File: config.mk
export PLATFORM = sky130hd
export DESIGN_NAME = mic_sample_scheduler
export DESIGN_NICKNAME = d
export VERILOG_FILES = /design/src/rtl/mic_sched_pkg.sv /design/src/rtl/mic_tick_gen.sv /design/src/rtl/mic_sample_scheduler.sv
export SDC_FILE = /design/constraint.sdc
export NUM_CORES = 1
export LEC_CHECK = 0
export ABC_AREA = 1
export BUFFER_PORTS_ARGS = -buffer_cell sky130_fd_sc_hd__buf_2
export CAP_MARGIN = 20
export CORE_MARGIN = 4
export CORE_UTILIZATION = 25
export CTS_CLUSTER_DIAMETER = 80
export CTS_CLUSTER_SIZE = 28
export DETAILED_ROUTE_END_ITERATION = 10
export GPL_TIMING_DRIVEN = 0
export PLACE_DENSITY = 0.43
export SYNTH_ARGS = -nofsm -noshare
export SYNTH_HDL_FRONTEND = slang
export SYNTH_SLANG_ARGS = --single-unit
File: constraint.sdc
create_clock -name clock -period 2.46 [get_ports clock]
set_clock_uncertainty 0.15 [all_clocks]
set_input_delay 0.246 -clock clock [delete_from_list [all_inputs] [get_ports clock]]
set_output_delay 0.246 -clock clock [all_outputs]
set_load 0.005 [all_outputs]
File: src/rtl/mic_sched_pkg.sv
`default_nettype none
// ============================================================================
// Module   : mic_sched_pkg
// Brief    : Shared FSM encoding and sizing helper for mic_sample_scheduler.
// Revision : 1.0 - initial release
// ============================================================================
package mic_sched_pkg;

    localparam int unsigned c_STATE_W = 3;

    typedef enum logic [c_STATE_W-1:0] {
        ST_IDLE = 3'd0,
        ST_WAIT = 3'd1,
        ST_REQ  = 3'd2,
        ST_CAP  = 3'd3,
        ST_OUT  = 3'd4
    } state_t;

    // Ceiling log2, never below 1 so every counter has at least one bit.
    function automatic int unsigned clog2(input int unsigned value);
        int unsigned r;
        r = 1;
        for (int i = 1; i < 32; i++) begin
            if ((32'd1 << i) < value) begin
                r = i + 1;
            end
        end
        return r;
    endfunction

endpackage
`default_nettype wire

File: src/rtl/mic_tick_gen.sv
`default_nettype none
// ============================================================================
// Module   : mic_tick_gen
// Brief    : Free-running SAMPLE_PERIOD counter; tick on the final count.
// Revision : 1.0 - initial release
// ============================================================================
module mic_tick_gen
    import mic_sched_pkg::*;
#(
    parameter int unsigned SAMPLE_PERIOD = 2000
) (
    input  logic clock,
    input  logic resetn,
    input  logic enable,
    output logic tick
);

    localparam int unsigned          c_CNT_W = clog2(SAMPLE_PERIOD);
    localparam logic [c_CNT_W-1:0]   c_LAST  = c_CNT_W'(SAMPLE_PERIOD - 1);

    logic [c_CNT_W-1:0] r_count;
    logic               w_wrap;

    assign w_wrap = (r_count == c_LAST);

    always_ff @(posedge clock) begin
        if (!resetn || !enable || w_wrap) begin
            r_count <= '0;
        end else begin
            r_count <= r_count + c_CNT_W'(1);
        end
    end

    assign tick = enable && w_wrap;

endmodule
`default_nettype wire

File: src/rtl/mic_sample_scheduler.sv
`default_nettype none
// ============================================================================
// Module   : mic_sample_scheduler
// Brief    : Paces PmodMIC acquisitions and packs samples into AXIS frames.
//            Optional capture watchdog enabled by MIC_SCHED_TIMEOUT_EN.
// Revision : 1.0 - initial release
// ============================================================================
module mic_sample_scheduler
    import mic_sched_pkg::*;
#(
    parameter int unsigned SAMPLE_WIDTH   = 16,
    parameter int unsigned SAMPLE_PERIOD  = 2000,
    parameter int unsigned FRAME_LEN      = 256,
    parameter int unsigned CNT_WIDTH      = 16,
    parameter int unsigned TIMEOUT_CYCLES = 4096
) (
    input  logic                    clock,
    input  logic                    resetn,
    input  logic                    enable,
    output logic                    mic_ready,
    input  logic                    mic_valid,
    input  logic [SAMPLE_WIDTH-1:0] mic_data,
    output logic                    m_axis_valid,
    input  logic                    m_axis_ready,
    output logic [SAMPLE_WIDTH-1:0] m_axis_data,
    output logic                    m_axis_last,
    output logic [CNT_WIDTH-1:0]    overrun_count,
    output logic                    busy,
    output logic                    timeout_err
);

    localparam int unsigned        c_IDX_W    = clog2(FRAME_LEN);
    localparam logic [c_IDX_W-1:0] c_IDX_LAST = c_IDX_W'(FRAME_LEN - 1);

    state_t                   r_state;
    state_t                   w_state_nxt;
    logic                     w_tick;
    logic                     w_capture;
    logic                     w_accept;
    logic                     w_clear_idx;
    logic                     w_overrun;
    logic [SAMPLE_WIDTH-1:0]  r_data;
    logic                     r_last;
    logic [c_IDX_W-1:0]       r_idx;
    logic [CNT_WIDTH-1:0]     r_overrun;

    mic_tick_gen #(
        .SAMPLE_PERIOD (SAMPLE_PERIOD)
    ) u_tick_gen (
        .clock  (clock),
        .resetn (resetn),
        .enable (enable),
        .tick   (w_tick)
    );

`ifdef MIC_SCHED_TIMEOUT_EN
    localparam int unsigned        c_TO_W    = clog2(TIMEOUT_CYCLES);
    localparam logic [c_TO_W-1:0]  c_TO_LAST = c_TO_W'(TIMEOUT_CYCLES - 1);

    logic [c_TO_W-1:0] r_cap_cnt;
    logic              r_timeout_err;
    logic              w_timeout;

    assign w_timeout = (r_state == ST_CAP) && !mic_valid && (r_cap_cnt == c_TO_LAST);

    always_ff @(posedge clock) begin
        if (!resetn) begin
            r_cap_cnt     <= '0;
            r_timeout_err <= 1'b0;
        end else begin
            if (r_state == ST_CAP && !w_timeout) begin
                r_cap_cnt <= r_cap_cnt + c_TO_W'(1);
            end else begin
                r_cap_cnt <= '0;
            end
            if (w_timeout) begin
                r_timeout_err <= 1'b1;
            end
        end
    end

    assign timeout_err = r_timeout_err;
`else
    // Watchdog absent: CAP waits forever and the flag is constant low.
    assign timeout_err = 1'b0 && (TIMEOUT_CYCLES != 0);
`endif

    always_ff @(posedge clock) begin
        if (!resetn) begin
            r_state <= ST_IDLE;
        end else begin
            r_state <= w_state_nxt;
        end
    end

    always_comb begin
        w_state_nxt  = r_state;
        w_capture    = 1'b0;
        w_accept     = 1'b0;
        w_clear_idx  = 1'b0;
        mic_ready    = 1'b0;
        m_axis_valid = 1'b0;
        busy         = 1'b1;
        case (r_state)
            ST_IDLE: begin
                busy = 1'b0;
                if (enable) begin
                    w_state_nxt = ST_WAIT;
                end
            end
            ST_WAIT: begin
                busy = 1'b0;
                if (w_tick) begin
                    w_state_nxt = ST_REQ;
                end else if (!enable) begin
                    w_state_nxt = ST_IDLE;
                    w_clear_idx = 1'b1;
                end
            end
            ST_REQ: begin
                mic_ready   = 1'b1;
                w_state_nxt = ST_CAP;
            end
            ST_CAP: begin
                // Completes even with enable low: the sampler is mid-transfer.
                if (mic_valid) begin
                    w_capture   = 1'b1;
                    w_state_nxt = ST_OUT;
                end
`ifdef MIC_SCHED_TIMEOUT_EN
                else if (w_timeout) begin
                    w_state_nxt = ST_WAIT;
                end
`endif
            end
            ST_OUT: begin
                m_axis_valid = 1'b1;
                if (m_axis_ready) begin
                    w_accept    = 1'b1;
                    w_state_nxt = ST_WAIT;
                end
            end
            default: begin
                w_state_nxt = ST_IDLE;
            end
        endcase
    end

    assign w_overrun = w_tick &&
                       (r_state == ST_REQ || r_state == ST_CAP || r_state == ST_OUT);

    always_ff @(posedge clock) begin
        if (!resetn) begin
            r_data    <= '0;
            r_last    <= 1'b0;
            r_idx     <= '0;
            r_overrun <= '0;
        end else begin
            if (w_capture) begin
                r_data <= mic_data;
                r_last <= (r_idx == c_IDX_LAST);
            end
            if (w_accept) begin
                r_idx <= (r_idx == c_IDX_LAST) ? '0 : r_idx + c_IDX_W'(1);
            end else if (w_clear_idx) begin
                r_idx <= '0;
            end
            if (w_overrun && (r_overrun != {CNT_WIDTH{1'b1}})) begin
                r_overrun <= r_overrun + CNT_WIDTH'(1);
            end
        end
    end

    assign m_axis_data   = r_data;
    assign m_axis_last   = r_last;
    assign overrun_count = r_overrun;

endmodule
`default_nettype wire

# Yosys cells after proc, flatten, opt, wreduce, memory -nomap -nowiden
# Index checks and enable logic that the tools add are counted.
[totals] regBits=55 latch_bits=0 mem_bits_rw=0 mem_bits_ro=0 mem_count=0
[classes] addsub=3 n_mul=0 div_mod_pow=0 order_cmp=0 eq_ne=11 shift=0 n_mux=19 n_bitwise=0 n_reduce_logical=13
[op_table] op="two-way mux 8 bit" n=3
[op_table] op="adder 16 x 1 -> 16 bit, second input constant" n=1
[op_table] op="!= test 16 bit, second input constant" n=1
[op_table] op="two-way mux 3 bit" n=5
[op_table] op="case mux 3 bit (5 select lines)" n=1
[op_table] op="adder 11 x 1 -> 11 bit, second input constant" n=1
[op_table] op="== test 11 bit, second input constant" n=1
[op_table] op="two-way mux 1 bit" n=10
[op_table] op="adder 8 x 1 -> 8 bit, second input constant" n=1
[op_table] op="== test 8 bit, second input constant" n=1
[op_table] op="== test 3 x 2 -> 1 bit, second input constant" n=2
[op_table] op="!= test 2 bit, second input constant" n=3
[op_table] op="logical OR 1 bit" n=4
[op_table] op="AND reduction 4 bit" n=1
[op_table] op="== test 3 x 1 -> 1 bit, second input constant" n=1
[op_table] op="== test 3 bit, second input constant" n=1
[op_table] op="logical AND 1 bit" n=3
[op_table] op="logical NOT 3 bit" n=1
[op_table] op="!= test 3 bit, second input constant" n=1
[op_table] op="logical NOT 1 bit" n=2
[op_table] op="nonzero test 2 bit" n=1
[op_table] op="OR reduction 2 bit" n=1

# Depth between registers and ports, before layout
# Gate-level depths: netlist (run 1).
[depth] ltp_word=6 ltp_mapped=10 ltp_nobuf=10

# Modules after synthesis
# Synthesis (run 1) repeated with hierarchy kept, for this count alone.
[hier_totals] cells_unflattened=415 area_unflattened_um2=2791.4
[by_module_without_submodules] module="mic_sample_scheduler" n_inst=1 cells_per_inst=326 area_each_um2=2214.6 seq_area_each_um2=880.8
[by_module_without_submodules] module="mic_tick_gen" n_inst=1 cells_per_inst=89 area_each_um2=576.8 seq_area_each_um2=220.2

# Least setup slack after synthesis (run 1)
# Ideal clock, no wire load.
[synth_timing] path_type="register to register" startpoint="reg r_overrun[0], in the netlist overrun_count[0]" endpoint="reg r_overrun[14], in the netlist overrun_count[14]" setup_time_ns=0.068 arrival_ns=1.391 slack_ns=0.852 stages_incl_launch_ff=11 n_path_buf=1 synth_period_minus_slack_ns=1.608 cell_sequence="dfxtp_1 > ha_1 > nand3_2 > inv_2 > nand2_2 > clkinv_2 > nand2_4 > nand3_4 > buf_6 > nand2_1 > a21oi_2"
[synth_between] elab_chain_cells=2 elab_cells_between_ends=3
[synth_lines] element="start: declaration" line_no="mic_sample_scheduler.sv:45" text="logic [CNT_WIDTH-1:0] r_overrun;"
[synth_lines] element="start signal: assignment" line_no="mic_sample_scheduler.sv:169" text="r_overrun <= r_overrun + CNT_WIDTH'(1);"
[synth_lines] element="branches (longest 2 deep; another with adder 16 x 1 -> 16 bit)"
# Parallel ways; which one is timed is not known.
# A chain may end at the register's enable or synchronous reset.

# Worst setup path in the final report (run 1)
# Ends and elaborated chain as after synthesis.

==> summary.txt, run 1 <==
Worst setup path
  • Critical path, cell by cell: ha_1, nand3_2, inv_2, nand2_2, clkinv_2, nand2_4, nand3_4, buf_6, nand2_1, a21oi_2
  • Reg-to-Reg End: overrun_count[14]
  • Required @ worst endpoint: 2.57 ns
  • Largest incremental delay on the critical path: 0.42 ns
  • WP data arrival: 1.97 ns
  • Worst R2R Path Depth: 10
  • CP startpoint kind: flip-flop
  • Crit path kind: reg2reg
  • Crit path max-delay family: simple AND/OR/NAND/NOR gates
  • Reg2reg setup slack: 0.60 ns
  • Critical path's slowest cell: dfxtp_1
  • RR Startpoint: overrun_count[0]
  • Buffers & Inverters on Critical Path: 3
  • CP endpoint kind: flip-flop
  • CP max FO: 10

Layout
  • Share of layout cells above drive strength 1: 0.206
  • Non-Filler Instances: 606
  • Antenna diodes: 0
  • Fillcell total: 1180
  • Synthesis-to-layout area growth: 25.1%
  • Layout Nets: 493

Floorplanning
  • Die Area: 12700 sq um
  • Core area: 10500 sq um
  • Ports: 58
  • Row cnt: 37
  • Die X: 113 microns
  • Die Y: 113 microns
  • Initial Util: 0.261

Timing
  • Tmin final: 1.86 ns
  • Final setup vio count: 0
  • RSZ-0062 raised after global routing: no
  • Measured slew at the worst slew-check pin: 0.525 ns
  • Max Fclk: 0.538 GHz
  • Final hold viol count: 0
  • Slew headroom: 0.649
  • Max Slew Vio Count: 0
  • Final period util: 0.756
  • Setup TNS: 0 ns

Power
  • Worst VDD drop: 0.217 mV
  • Power per cell area: 447 nW/um^2
  • Pleak: 1.37 nW

Routing
  • DRT antenna net count: 0
  • Vias/cell: 4.44
  • WL final: 6960 microns
  • Routed wire per std cell: 11.5 microns
  • Detailed-route via count: 2691
  • Initial DRT Pass Iterations: 4
  • DR iter-0 viols: 112
  • DRC: 0

Placement
  • GPL Wtd Cong: 0.780
  • Placed cells: 584
  • HPWL after DPL: 5330 microns
  • Port bufs: 55

Synth
  • Main synth FF type: dfxtp_1
  • Yosys top cell area share: 0.402
  • Most common cell in the netlist: nand2_1
  • Synth warnings: 0
  • Syn Inst Count: 393
  • Register area share after synthesis: 0.402
  • Syn_nets: 417
  • Post-Syn Area: 2740 sq um
  • Syn Area/Cell: 6.97 sq um
  • Synth top area cells: dfxtp_1 (40%), nand2_1 (16%), a21oi_1 (7.7%), nand3_1 (5.8%), inv_1 (4.7%)
  • Ys async rst share: 0
  • Post-synth cell types: 32
  • Number of synthesized flops with an enable pin: 0
  • Synth cell count leaders: nand2_1 (116), dfxtp_1 (55), a21oi_1 (42), inv_1 (34), nor2_1 (33)
  • Cell taking the most area after synthesis: dfxtp_1
  • Yosys reg bits: 55

Min path
  • Hold EP: m_axis_data[13]
  • Hold Path Stages: 3
  • Hold path start: mic_data[13]
  • HP Class: in2reg

Clock network
  • Clock-pin slew on the worst setup and hold paths: 0.11 ns
  • TritonCTS buffer count: 5
  • Post-cts repair resize count: 0
  • CTS tree: done
  • Clock root buffer: clkbuf_8
  • Clk buf depth: 2
  • Insertion delay to the later sink of the worst-skew pair: 0.32 ns
  • Sink Count: 55
  • H-tree levels: 2
  • Post-CTS setup buffers: 0

GRT
  • GRT Total Usage: 0.113
  • Total gr overflow: 0
  • Vias in the first global route: 2570
  • Initial antenna violation count: 0
  • Largest net degree at the start of global routing: 21
  • First-pass GRT wire length: 12100 microns

Job
  • Max-cap viol count: 0

Status
  • Status: completed
placed cells by master (no fill, tap or decap):
cell type	instances
a21oi_2	3
nor2_2	4
nand3b_1	4
nor3_2	1
or2_0	1
nor3_1	2
xor2_1	6
nand3_2	2
nand2_1	116
inv_6	1
nor3b_1	1
nand4_1	12
nor2_4	3
clkbuf_8	5
nand3_4	1
clkbuf_1	3
buf_1	1
nand2_2	6
clkinv_8	1
buf_6	2
conb_1	1
clkinv_4	1
xnor2_1	5
nor2_1	33
o21ai_0	8
buf_2	58
nand2_4	1
or2_2	2
inv_2	4
inv_1	34
a21oi_1	42
buf_4	1
clkinv_2	1
dlygate4sd3_1	14
nand3_1	32
ha_1	3
dfxtp_1	55
stage by stage:
stage / area [sq um] / hold WS [ns] / total power (W) / util / setup slack (ns)
4_1_cts: 3430 / 0.00359 / 0.00156 / 0.326 / 0.578
5_1_grt: 3430 / 0.0131 / 0.00160 / 0.326 / 0.410
3_3_place_gp: 3180 / 0.299 / 0.000978 / 0.303 / 0.634
6_report: 3430 / 0.0145 / 0.00153 / 0.326 / 0.600
2_1_floorplan: 2740 / 0.239 / 0.000948 / - / 0.852
3_5_place_dp: 3180 / 0.303 / 0.000978 / 0.303 / 0.622
final cells by class:
type                       instances  area, sq um  share of cell area
tap                              136          170              0.0497
multi-input combinational        289         1430               0.417
clock buffer                       5         68.8              0.0201
clock inverter                     3         33.8             0.00986
inverter                          39          148              0.0431
buffer                            10         60.1              0.0175
sequential                        55         1100               0.321
timing repair buffer              69          415               0.121
worst max-delay path by stage:
stage / slack, ns / cells past startpoint / startpoint / end
after global routing: 0.41 / 10 / overrun_count[1] / overrun_count[9]
after global placement: 0.63 / 10 / overrun_count[0] / overrun_count[14]
final: 0.60 / 10 / overrun_count[0] / overrun_count[14]
after CTS: 0.58 / 10 / overrun_count[0] / overrun_count[15]
after floorplan: 0.85 / 10 / overrun_count[0] / overrun_count[14]
after detailed placement: 0.62 / 10 / overrun_count[0] / overrun_count[14]
metal layers:
metal | wire, microns | up-vias | GRT usage
met2 | 3180 | 45 | 0.181
met1 | 3410 | 1218 | 0.154
li1 | - | 1419 | -
met3 | 273 | 9 | 0.0216
met5 | 0 | - | 0
met4 | 102 | 0 | 0.0361
cell families after synthesis:
group,after synthesis,synth area share
AND/OR/NAND/NOR,221,0.371
adder cells (fa/ha/maj),3,0.0137
buffers and inverters,49,0.0758
AO/OA/AOI/OAI,53,0.101
other,1,0.00137
flip-flops,55,0.402
XOR/XNOR,11,0.0352
worst reg2reg max path: cells and delay by family, from the launching register on:
family | cells | cell delay [ns]
AND/OR/NAND/NOR | 5 | 0.53
flip-flops | 1 | 0.42
buffers and inverters | 3 | 0.30
adder cells (fa/ha/maj) | 1 | 0.29
AO/OA/AOI/OAI | 1 | 0.12
power by group:
| part | total [W] | internal (W) | switching (W) |
|---|---|---|---|
| clock | 0.000560 | 0.000215 | 0.000345 |
| combinational | 0.0000761 | 0.0000365 | 0.0000395 |
| sequential | 0.000896 | 0.000893 | 0.00000275 |
sequential cells by signal, indices dropped and copies added, names as in the netlist:
name,cells
m_axis_data,16
overrun_count,16
u_tick_gen.r_count,11
r_idx,8
r_state,3
m_axis_last,1
what timing repair did:
action,in CTS,in global routing
endpoints found under the hold margin,14,0
setup endpoints to repair,0,0
hold buffers,14,0
Power figures use the tool's default switching activity.
==> inputs of run 2 (changes only) <==
--- a/config.mk
+++ b/config.mk
@@ -14,7 +14,7 @@
 export CTS_CLUSTER_SIZE = 28
 export DETAILED_ROUTE_END_ITERATION = 10
 export GPL_TIMING_DRIVEN = 0
-export PLACE_DENSITY = 0.43
+export PLACE_DENSITY = 0.44
 export SYNTH_ARGS = -nofsm -noshare
 export SYNTH_HDL_FRONTEND = slang
 export SYNTH_SLANG_ARGS = --single-unit
==> constraint.sdc (replaced) <==
create_clock -name clock -period 1.6 [get_ports clock]
set_clock_uncertainty 0.15 [all_clocks]
set_input_delay 0.16 -clock clock [delete_from_list [all_inputs] [get_ports clock]]
set_output_delay 0.16 -clock clock [all_outputs]
set_load 0.005 [all_outputs]
==> summary.txt, run 2 (synthesis results as in run 1) <==
Status
  • Status: complete, but fails checks
  • Failing checks: negative setup slack

Min path
  • HP Class: in2reg
  • Hold Path Stages: 3 (unchanged)
  • Hold path start: enable
  • Hold EP: u_tick_gen.r_count[4]

Layout
  • Synthesis-to-layout area growth: 42.5%
  • Most common cell after layout, fill and taps aside: nand2_1
  • Share of layout cells above drive strength 1: 0.367 (+0.160)
  • Most used cells in the layout excluding fill and tap cells: nand2_1 (102), buf_2 (55), a21oi_1 (36), dfxtp_1 (34), inv_1 (31)
  • Fillcell total: 1110 (-5.9%)
  • Antenna diodes: 0 (unchanged)
  • Layout Nets: 511 (+3.7%)

Clock network
  • Sink Count: 55 (unchanged)
  • H-tree levels: 2 (unchanged)
  • TritonCTS buffer count: 5 (unchanged)
  • CTS tree: done
  • Clk buf depth: 2 (unchanged)
  • Insertion delay to the later sink of the worst-skew pair: 0.32 ns (about the same)
  • Clock root buffer: clkbuf_8
  • Clock-pin slew on the worst setup and hold paths: 0.11 ns (about the same)

Timing
  • Max Fclk: 0.605 GHz (+12%)
  • RSZ-0062 raised after global routing: yes
  • Final period util: 1.03 (+0.277)
  • Max Slew Vio Count: 0 (unchanged)
  • Worst hold slack: 0.0155 ns (+0.00109 ns)
  • Slew headroom: 0.562 (-0.0866)
  • Final hold viol count: 0 (unchanged)
  • Final worst slack: -0.0531 ns (-0.654 ns)
  • Measured slew at the worst slew-check pin: 0.657 ns (+0.132 ns)
  • Tmin final: 1.65 ns (-0.206 ns)
  • Final setup vio count: 14 (+14)

Worst setup path
  • CP startpoint kind: flip-flop
  • WP data arrival: 1.68 ns (-0.29 ns)
  • Reg2reg setup slack: -0.05 ns (-0.65 ns)
  • Cell mode on critical path: nand3_4
  • Critical path's slowest cell: dfxtp_2
  • Critical path, cell by cell: ha_4, nand3_4, inv_2, nand3_4, nor2_4, nand3_4, buf_16, nand2_2, a21oi_1
  • Largest incremental delay on the critical path: 0.37 ns (-0.05 ns)
  • Reg-to-Reg End: overrun_count[9]
  • RR Startpoint: u_tick_gen.r_count[0]
  • Crit path kind: reg2reg
  • CP max FO: 5 (-5)
  • Required @ worst endpoint: 1.63 ns (-0.94 ns)
  • CP endpoint kind: flip-flop
  • Worst R2R Path Depth: 9 (-1)

Placement
  • Dpl ws: -0.227 ns (-0.848 ns)
  • Port bufs: 55 (unchanged)
  • HPWL after DPL: 5340 microns (+0.26%)
  • GPL Wtd Cong: 0.779 (-0.13%)

GRT
  • Largest net degree at the start of global routing: 21 (unchanged)
  • Vias in the first global route: 2720 (+5.8%)
  • GRT Total Usage: 0.122 (+0.00839)
  • Total gr overflow: 0 (unchanged)
  • Initial antenna violation count: 0 (unchanged)
  • First-pass GRT wire length: 13000 microns (+8.0%)

Floorplanning
  • Core area: 10500 sq um (unchanged)
  • Row cnt: 37 (unchanged)
  • Die Y: 113 microns (unchanged)
  • Die Area: 12700 sq um (unchanged)
  • Ports: 58 (unchanged)
  • Die X: 113 microns (unchanged)
  • Initial Util: 0.261 (unchanged)

Routing
  • DRC: 0 (unchanged)
  • Detailed-route via count: 2787 (+3.6%)
  • Initial DRT Pass Iterations: 6 (+2)
  • DRT antenna net count: 0 (unchanged)
  • DR iter-0 viols: 151 (+35%)
  • WL final: 7510 microns (+7.9%)
  • Vias/cell: 4.47 (+0.58%)
  • Routed wire per std cell: 12.0 microns (+4.8%)

Power
  • Power per cell area: 610 nW/um^2 (+37%)
  • Tot Pwr: 0.00238 W (+55%)
  • Worst VDD drop: 0.376 mV (+73%)
  • Pleak: 1.50 nW (+9.2%)

Job
  • Max-cap viol count: 0 (unchanged)
## run 2: timing repair
| action | CTS | global route |
|---|---|---|
| hold endpoints to repair | 16 | 0 |
| buffers inserted | 9 | 6 |
| gates resized for setup | 55 | 44 |
| hold buffers | 16 | 0 |
| cloned | 1 | 0 |
| pin swaps | 9 | 11 |
| setup endpoints to repair | 40 | 44 |
## run 2: layer usage
layer,vias up,part of all wire,track usage
met5,-,0,0
met4,0,0.011,0.0313
met3,7,0.025,0.0205
met2,32,0.48,0.199
met1,1291,0.49,0.165
li1,1457,-,-
## run 2: final cells by class
type	instances	area, sq um	share of cell area
sequential	55	1130	0.291
buffer	10	71.3	0.0183
multi-input combinational	289	1680	0.431
tap	136	170	0.0436
clock inverter	3	28.8	0.00737
clock buffer	5	68.8	0.0176
timing repair buffer	87	588	0.151
inverter	39	159	0.0407
## run 2: worst max-delay path: cells and delay by family (launching register included)
| kind | cells | cell delay [ns] |
|---|---|---|
| buffers and inverters | 2 | 0.29 |
| AO/OA/AOI/OAI | 1 | 0.05 |
| flip-flops | 1 | 0.37 |
| adder cells (fa/ha/maj) | 1 | 0.15 |
| AND/OR/NAND/NOR | 5 | 0.51 |
## run 2: metrics by stage
stage / setup TNS (ns) / instances / utilization / cell area (sq um)
after floorplan: 0 / 393 / - / 2740
after global placement: -3.07 / 584 / 0.303 / 3190
after detailed placement: -3.62 / 584 / 0.303 / 3190
after CTS: -0.526 / 618 / 0.355 / 3730
after global routing: -1.83 / 624 / 0.371 / 3900
final: -0.420 / 624 / 0.371 / 3900
## run 2: how the worst max path moves through the flow
stage	from	end	depth (start not counted)
3_5_place_dp	u_tick_gen.r_count[0]	overrun_count[14]	9
6_report	u_tick_gen.r_count[0]	overrun_count[9]	9
4_1_cts	u_tick_gen.r_count[1]	overrun_count[3]	9
2_1_floorplan	overrun_count[1]	overrun_count[14]	10
5_1_grt	u_tick_gen.r_count[0]	overrun_count[13]	9
3_3_place_gp	u_tick_gen.r_count[0]	overrun_count[14]	9
## run 2: power by group
| group | switching [W] | total [W] | internal, W | leakage [nW] |
|---|---|---|---|---|
| Combinational | 0.0000686 | 0.000138 | 0.0000698 | 0.993 |
| Clock | 0.000534 | 0.000867 | 0.000333 | 0.0511 |
| Sequential | 0.00000689 | 0.00138 | 0.00137 | 0.455 |
| Total | 0.000610 | 0.00238 | 0.00177 | 1.50 |
==> inputs of run 3 (changes only) <==
--- a/config.mk
+++ b/config.mk
@@ -9,12 +9,12 @@
 export BUFFER_PORTS_ARGS = -buffer_cell sky130_fd_sc_hd__buf_2
 export CAP_MARGIN = 20
 export CORE_MARGIN = 4
-export CORE_UTILIZATION = 25
+export CORE_UTILIZATION = 39
 export CTS_CLUSTER_DIAMETER = 80
 export CTS_CLUSTER_SIZE = 28
 export DETAILED_ROUTE_END_ITERATION = 10
 export GPL_TIMING_DRIVEN = 0
-export PLACE_DENSITY = 0.44
+export PLACE_DENSITY = 0.63
 export SYNTH_ARGS = -nofsm -noshare
 export SYNTH_HDL_FRONTEND = slang
 export SYNTH_SLANG_ARGS = --single-unit
==> summary.txt, run 3 (synthesis results as in run 1) <==
Status
  • Status: complete, but fails checks
  • Failing checks: negative setup slack

Timing
  • Tmin final: 1.64 ns (-0.0163 ns)
  • Max Slew Vio Count: 0 (unchanged)
  • Max Fclk: 0.611 GHz (+1.0%)
  • Final setup vio count: 7 (-7)
  • Final period util: 1.02 (-0.0102)
  • Final hold viol count: 0 (unchanged)
  • RSZ-0062 raised after global routing: yes
  • Final worst slack: -0.0369 ns (+0.0163 ns)
  • Slew headroom: 0.652 (+0.0901)
  • Measured slew at the worst slew-check pin: 0.522 ns (-0.135 ns)

Placement
  • GPL Wtd Cong: 0.862 (+11%)
  • Placed cells: 544 (-6.8%)
  • Dpl ws: -0.218 ns (+0.00922 ns)
  • Port bufs: 55 (unchanged)
  • HPWL after DPL: 4700 microns (-12%)

Worst setup path
  • Reg2reg setup slack: -0.04 ns (+0.02 ns)
  • Crit path kind: reg2reg
  • CP endpoint kind: flip-flop
  • Critical path's slowest cell: dfxtp_1
  • WP data arrival: 1.66 ns (-0.02 ns)
  • Required @ worst endpoint: 1.62 ns (about the same)
  • Critical path, cell by cell: nand2_1, nor2_2, nand3_4, nor2_4, nand3_4, buf_8, nand2_1, a21oi_2
  • CP max FO: 10 (+5)
  • CP startpoint kind: flip-flop
  • Largest incremental delay on the critical path: 0.40 ns (+0.03 ns)
  • Buffers & Inverters on Critical Path: 1 (-1)
  • Crit path max-delay family: simple AND/OR/NAND/NOR gates

GRT
  • GRT Total Usage: 0.167 (+0.0455)
  • Initial antenna violation count: 0 (unchanged)
  • First-pass GRT wire length: 11600 microns (-11%)
  • Total gr overflow: 0 (unchanged)
  • Vias in the first global route: 2570 (-5.5%)
  • Largest net degree at the start of global routing: 19 (-9.5%)

Floorplanning
  • Die Y: 91.8 microns (-19%)
  • Core area: 6790 sq um (-35%)
  • Row cnt: 30 (-19%)
  • Initial Util: 0.403 (+0.143)
  • Die Area: 8430 sq um (-34%)
  • Ports: 58 (unchanged)
  • Die X: 91.8 microns (-19%)

Clock network
  • Clk buf depth: 2 (unchanged)
  • TritonCTS buffer count: 5 (unchanged)
  • Clock root buffer: clkbuf_8
  • Insertion delay to the later sink of the worst-skew pair: 0.31 ns (about the same)
  • CTS tree: done
  • Clock-pin slew on the worst setup and hold paths: 0.10 ns (about the same)
  • H-tree levels: 2 (unchanged)
  • Sink Count: 55 (unchanged)

Power
  • Sequential power share: 0.557 (-0.021)
  • Logic pwr share: 0.058 (about the same)
  • Pleak: 1.45 nW (-3.1%)
  • Net Switching: 0.000559 W (-8.4%)
  • Clock power share: 0.386 (+0.022)
  • Internal power: 0.00191 W (+7.9%)
  • Switch share: 0.226 (-0.0299)
  • Worst VDD drop: 0.434 mV (+15%)
  • Power per cell area: 665 nW/um^2 (+9.0%)

Routing
  • Detailed-route via count: 2783 (-0.14%)
  • Vias/cell: 4.81 (+7.8%)
  • WL final: 6990 microns (-7.0%)
  • DRC: 0 (unchanged)
  • DR iter-0 viols: 102 (-32%)
  • Initial DRT Pass Iterations: 4 (-2)
  • DRT antenna net count: 0 (unchanged)
  • Routed wire per std cell: 12.1 microns (+0.39%)

Min path
  • HP Class: in2reg

Layout
  • Non-Filler Instances: 578 (-7.4%)
  • Multi-input gate area: 1610 sq um (-4.0%)
  • Most used cells in the layout excluding fill and tap cells: nand2_1 (114), buf_2 (57), a21oi_1 (40), dfxtp_1 (39), inv_1 (29)
  • Share of layout cells above drive strength 1: 0.322 (-0.0452)
  • Antenna diodes: 0 (unchanged)
  • FF+latch area: 1130 sq um (-0.33%)
  • Most common cell after layout, fill and taps aside: nand2_1
  • Fillcell total: 682 (-39%)
  • Synthesis-to-layout area growth: 35.6%
  • Layout Nets: 505 (-1.2%)

Job
  • Max-cap viol count: 0 (unchanged)
run 3: layer usage:
metal	routed length (microns)	part of all wire	vias to the layer above	global-route usage
met1	3070	0.44	1272	0.205
met4	112	0.016	0	0.0483
met5	0	0	-	0
met2	3460	0.49	63	0.293
met3	341	0.049	8	0.0369
li1	-	-	1440	-
run 3: final cells by class:
type / instances / share of cell area
multi-input combinational: 289 / 0.434
clock inverter: 3 / 0.0125
buffer: 10 / 0.0179
sequential: 55 / 0.304
inverter: 39 / 0.0414
clock buffer: 5 / 0.0185
timing repair buffer: 81 / 0.138
tap: 96 / 0.0323
run 3: power groups by stage:
stage | registers [W] | logic [W] | clock network [W]
floorplan | 0.00141 | 0.0000497 | 0
global placement | 0.00141 | 0.0000908 | 0
detailed placement | 0.00141 | 0.0000914 | 0
CTS | 0.00137 | 0.000126 | 0.000975
global route | 0.00138 | 0.000159 | 0.00106
finish | 0.00138 | 0.000142 | 0.000953
run 3: stage by stage:
step                total power [W]  instance area [sq um]  hold slack [ns]  setup TNS [ns]   util
floorplan                   0.00146                   2740            0.153               0      -
global placement            0.00150                   3140            0.259           -2.22  0.462
detailed placement          0.00150                   3140            0.265           -3.18  0.462
CTS                         0.00248                   3520          0.00910          -0.217  0.518
global route                0.00260                   3710           0.0157           -1.71  0.547
finish                      0.00247                   3710           0.0267         -0.0897  0.547
run 3: path summary, 6_finish.rpt:
check | startpoint | end | cells after the start
hold / removal | enable | u_tick_gen.r_count[4] | 3
setup reg to reg | u_tick_gen.r_count[6] | overrun_count[9] | 8
hold reg to reg | m_axis_data[13] | m_axis_data[13] | 2
setup / recovery | u_tick_gen.r_count[6] | overrun_count[9] | 8
run 3: worst register-to-register path, delay by kind of cell (launching register included):
family,cells,cell delay (ns)
AND/OR/NAND/NOR,6,0.77
AO/OA/AOI/OAI,1,0.06
buffers and inverters,1,0.15
flip-flops,1,0.40
run 3: timing repair:
item                       in CTS  in global routing
resized for setup              21                 51
pin swaps                       3                 10
setup buffers                   5                  5
hold buffers                   16                  0
setup endpoints to repair      44                 50
hold endpoints to repair       16                  0
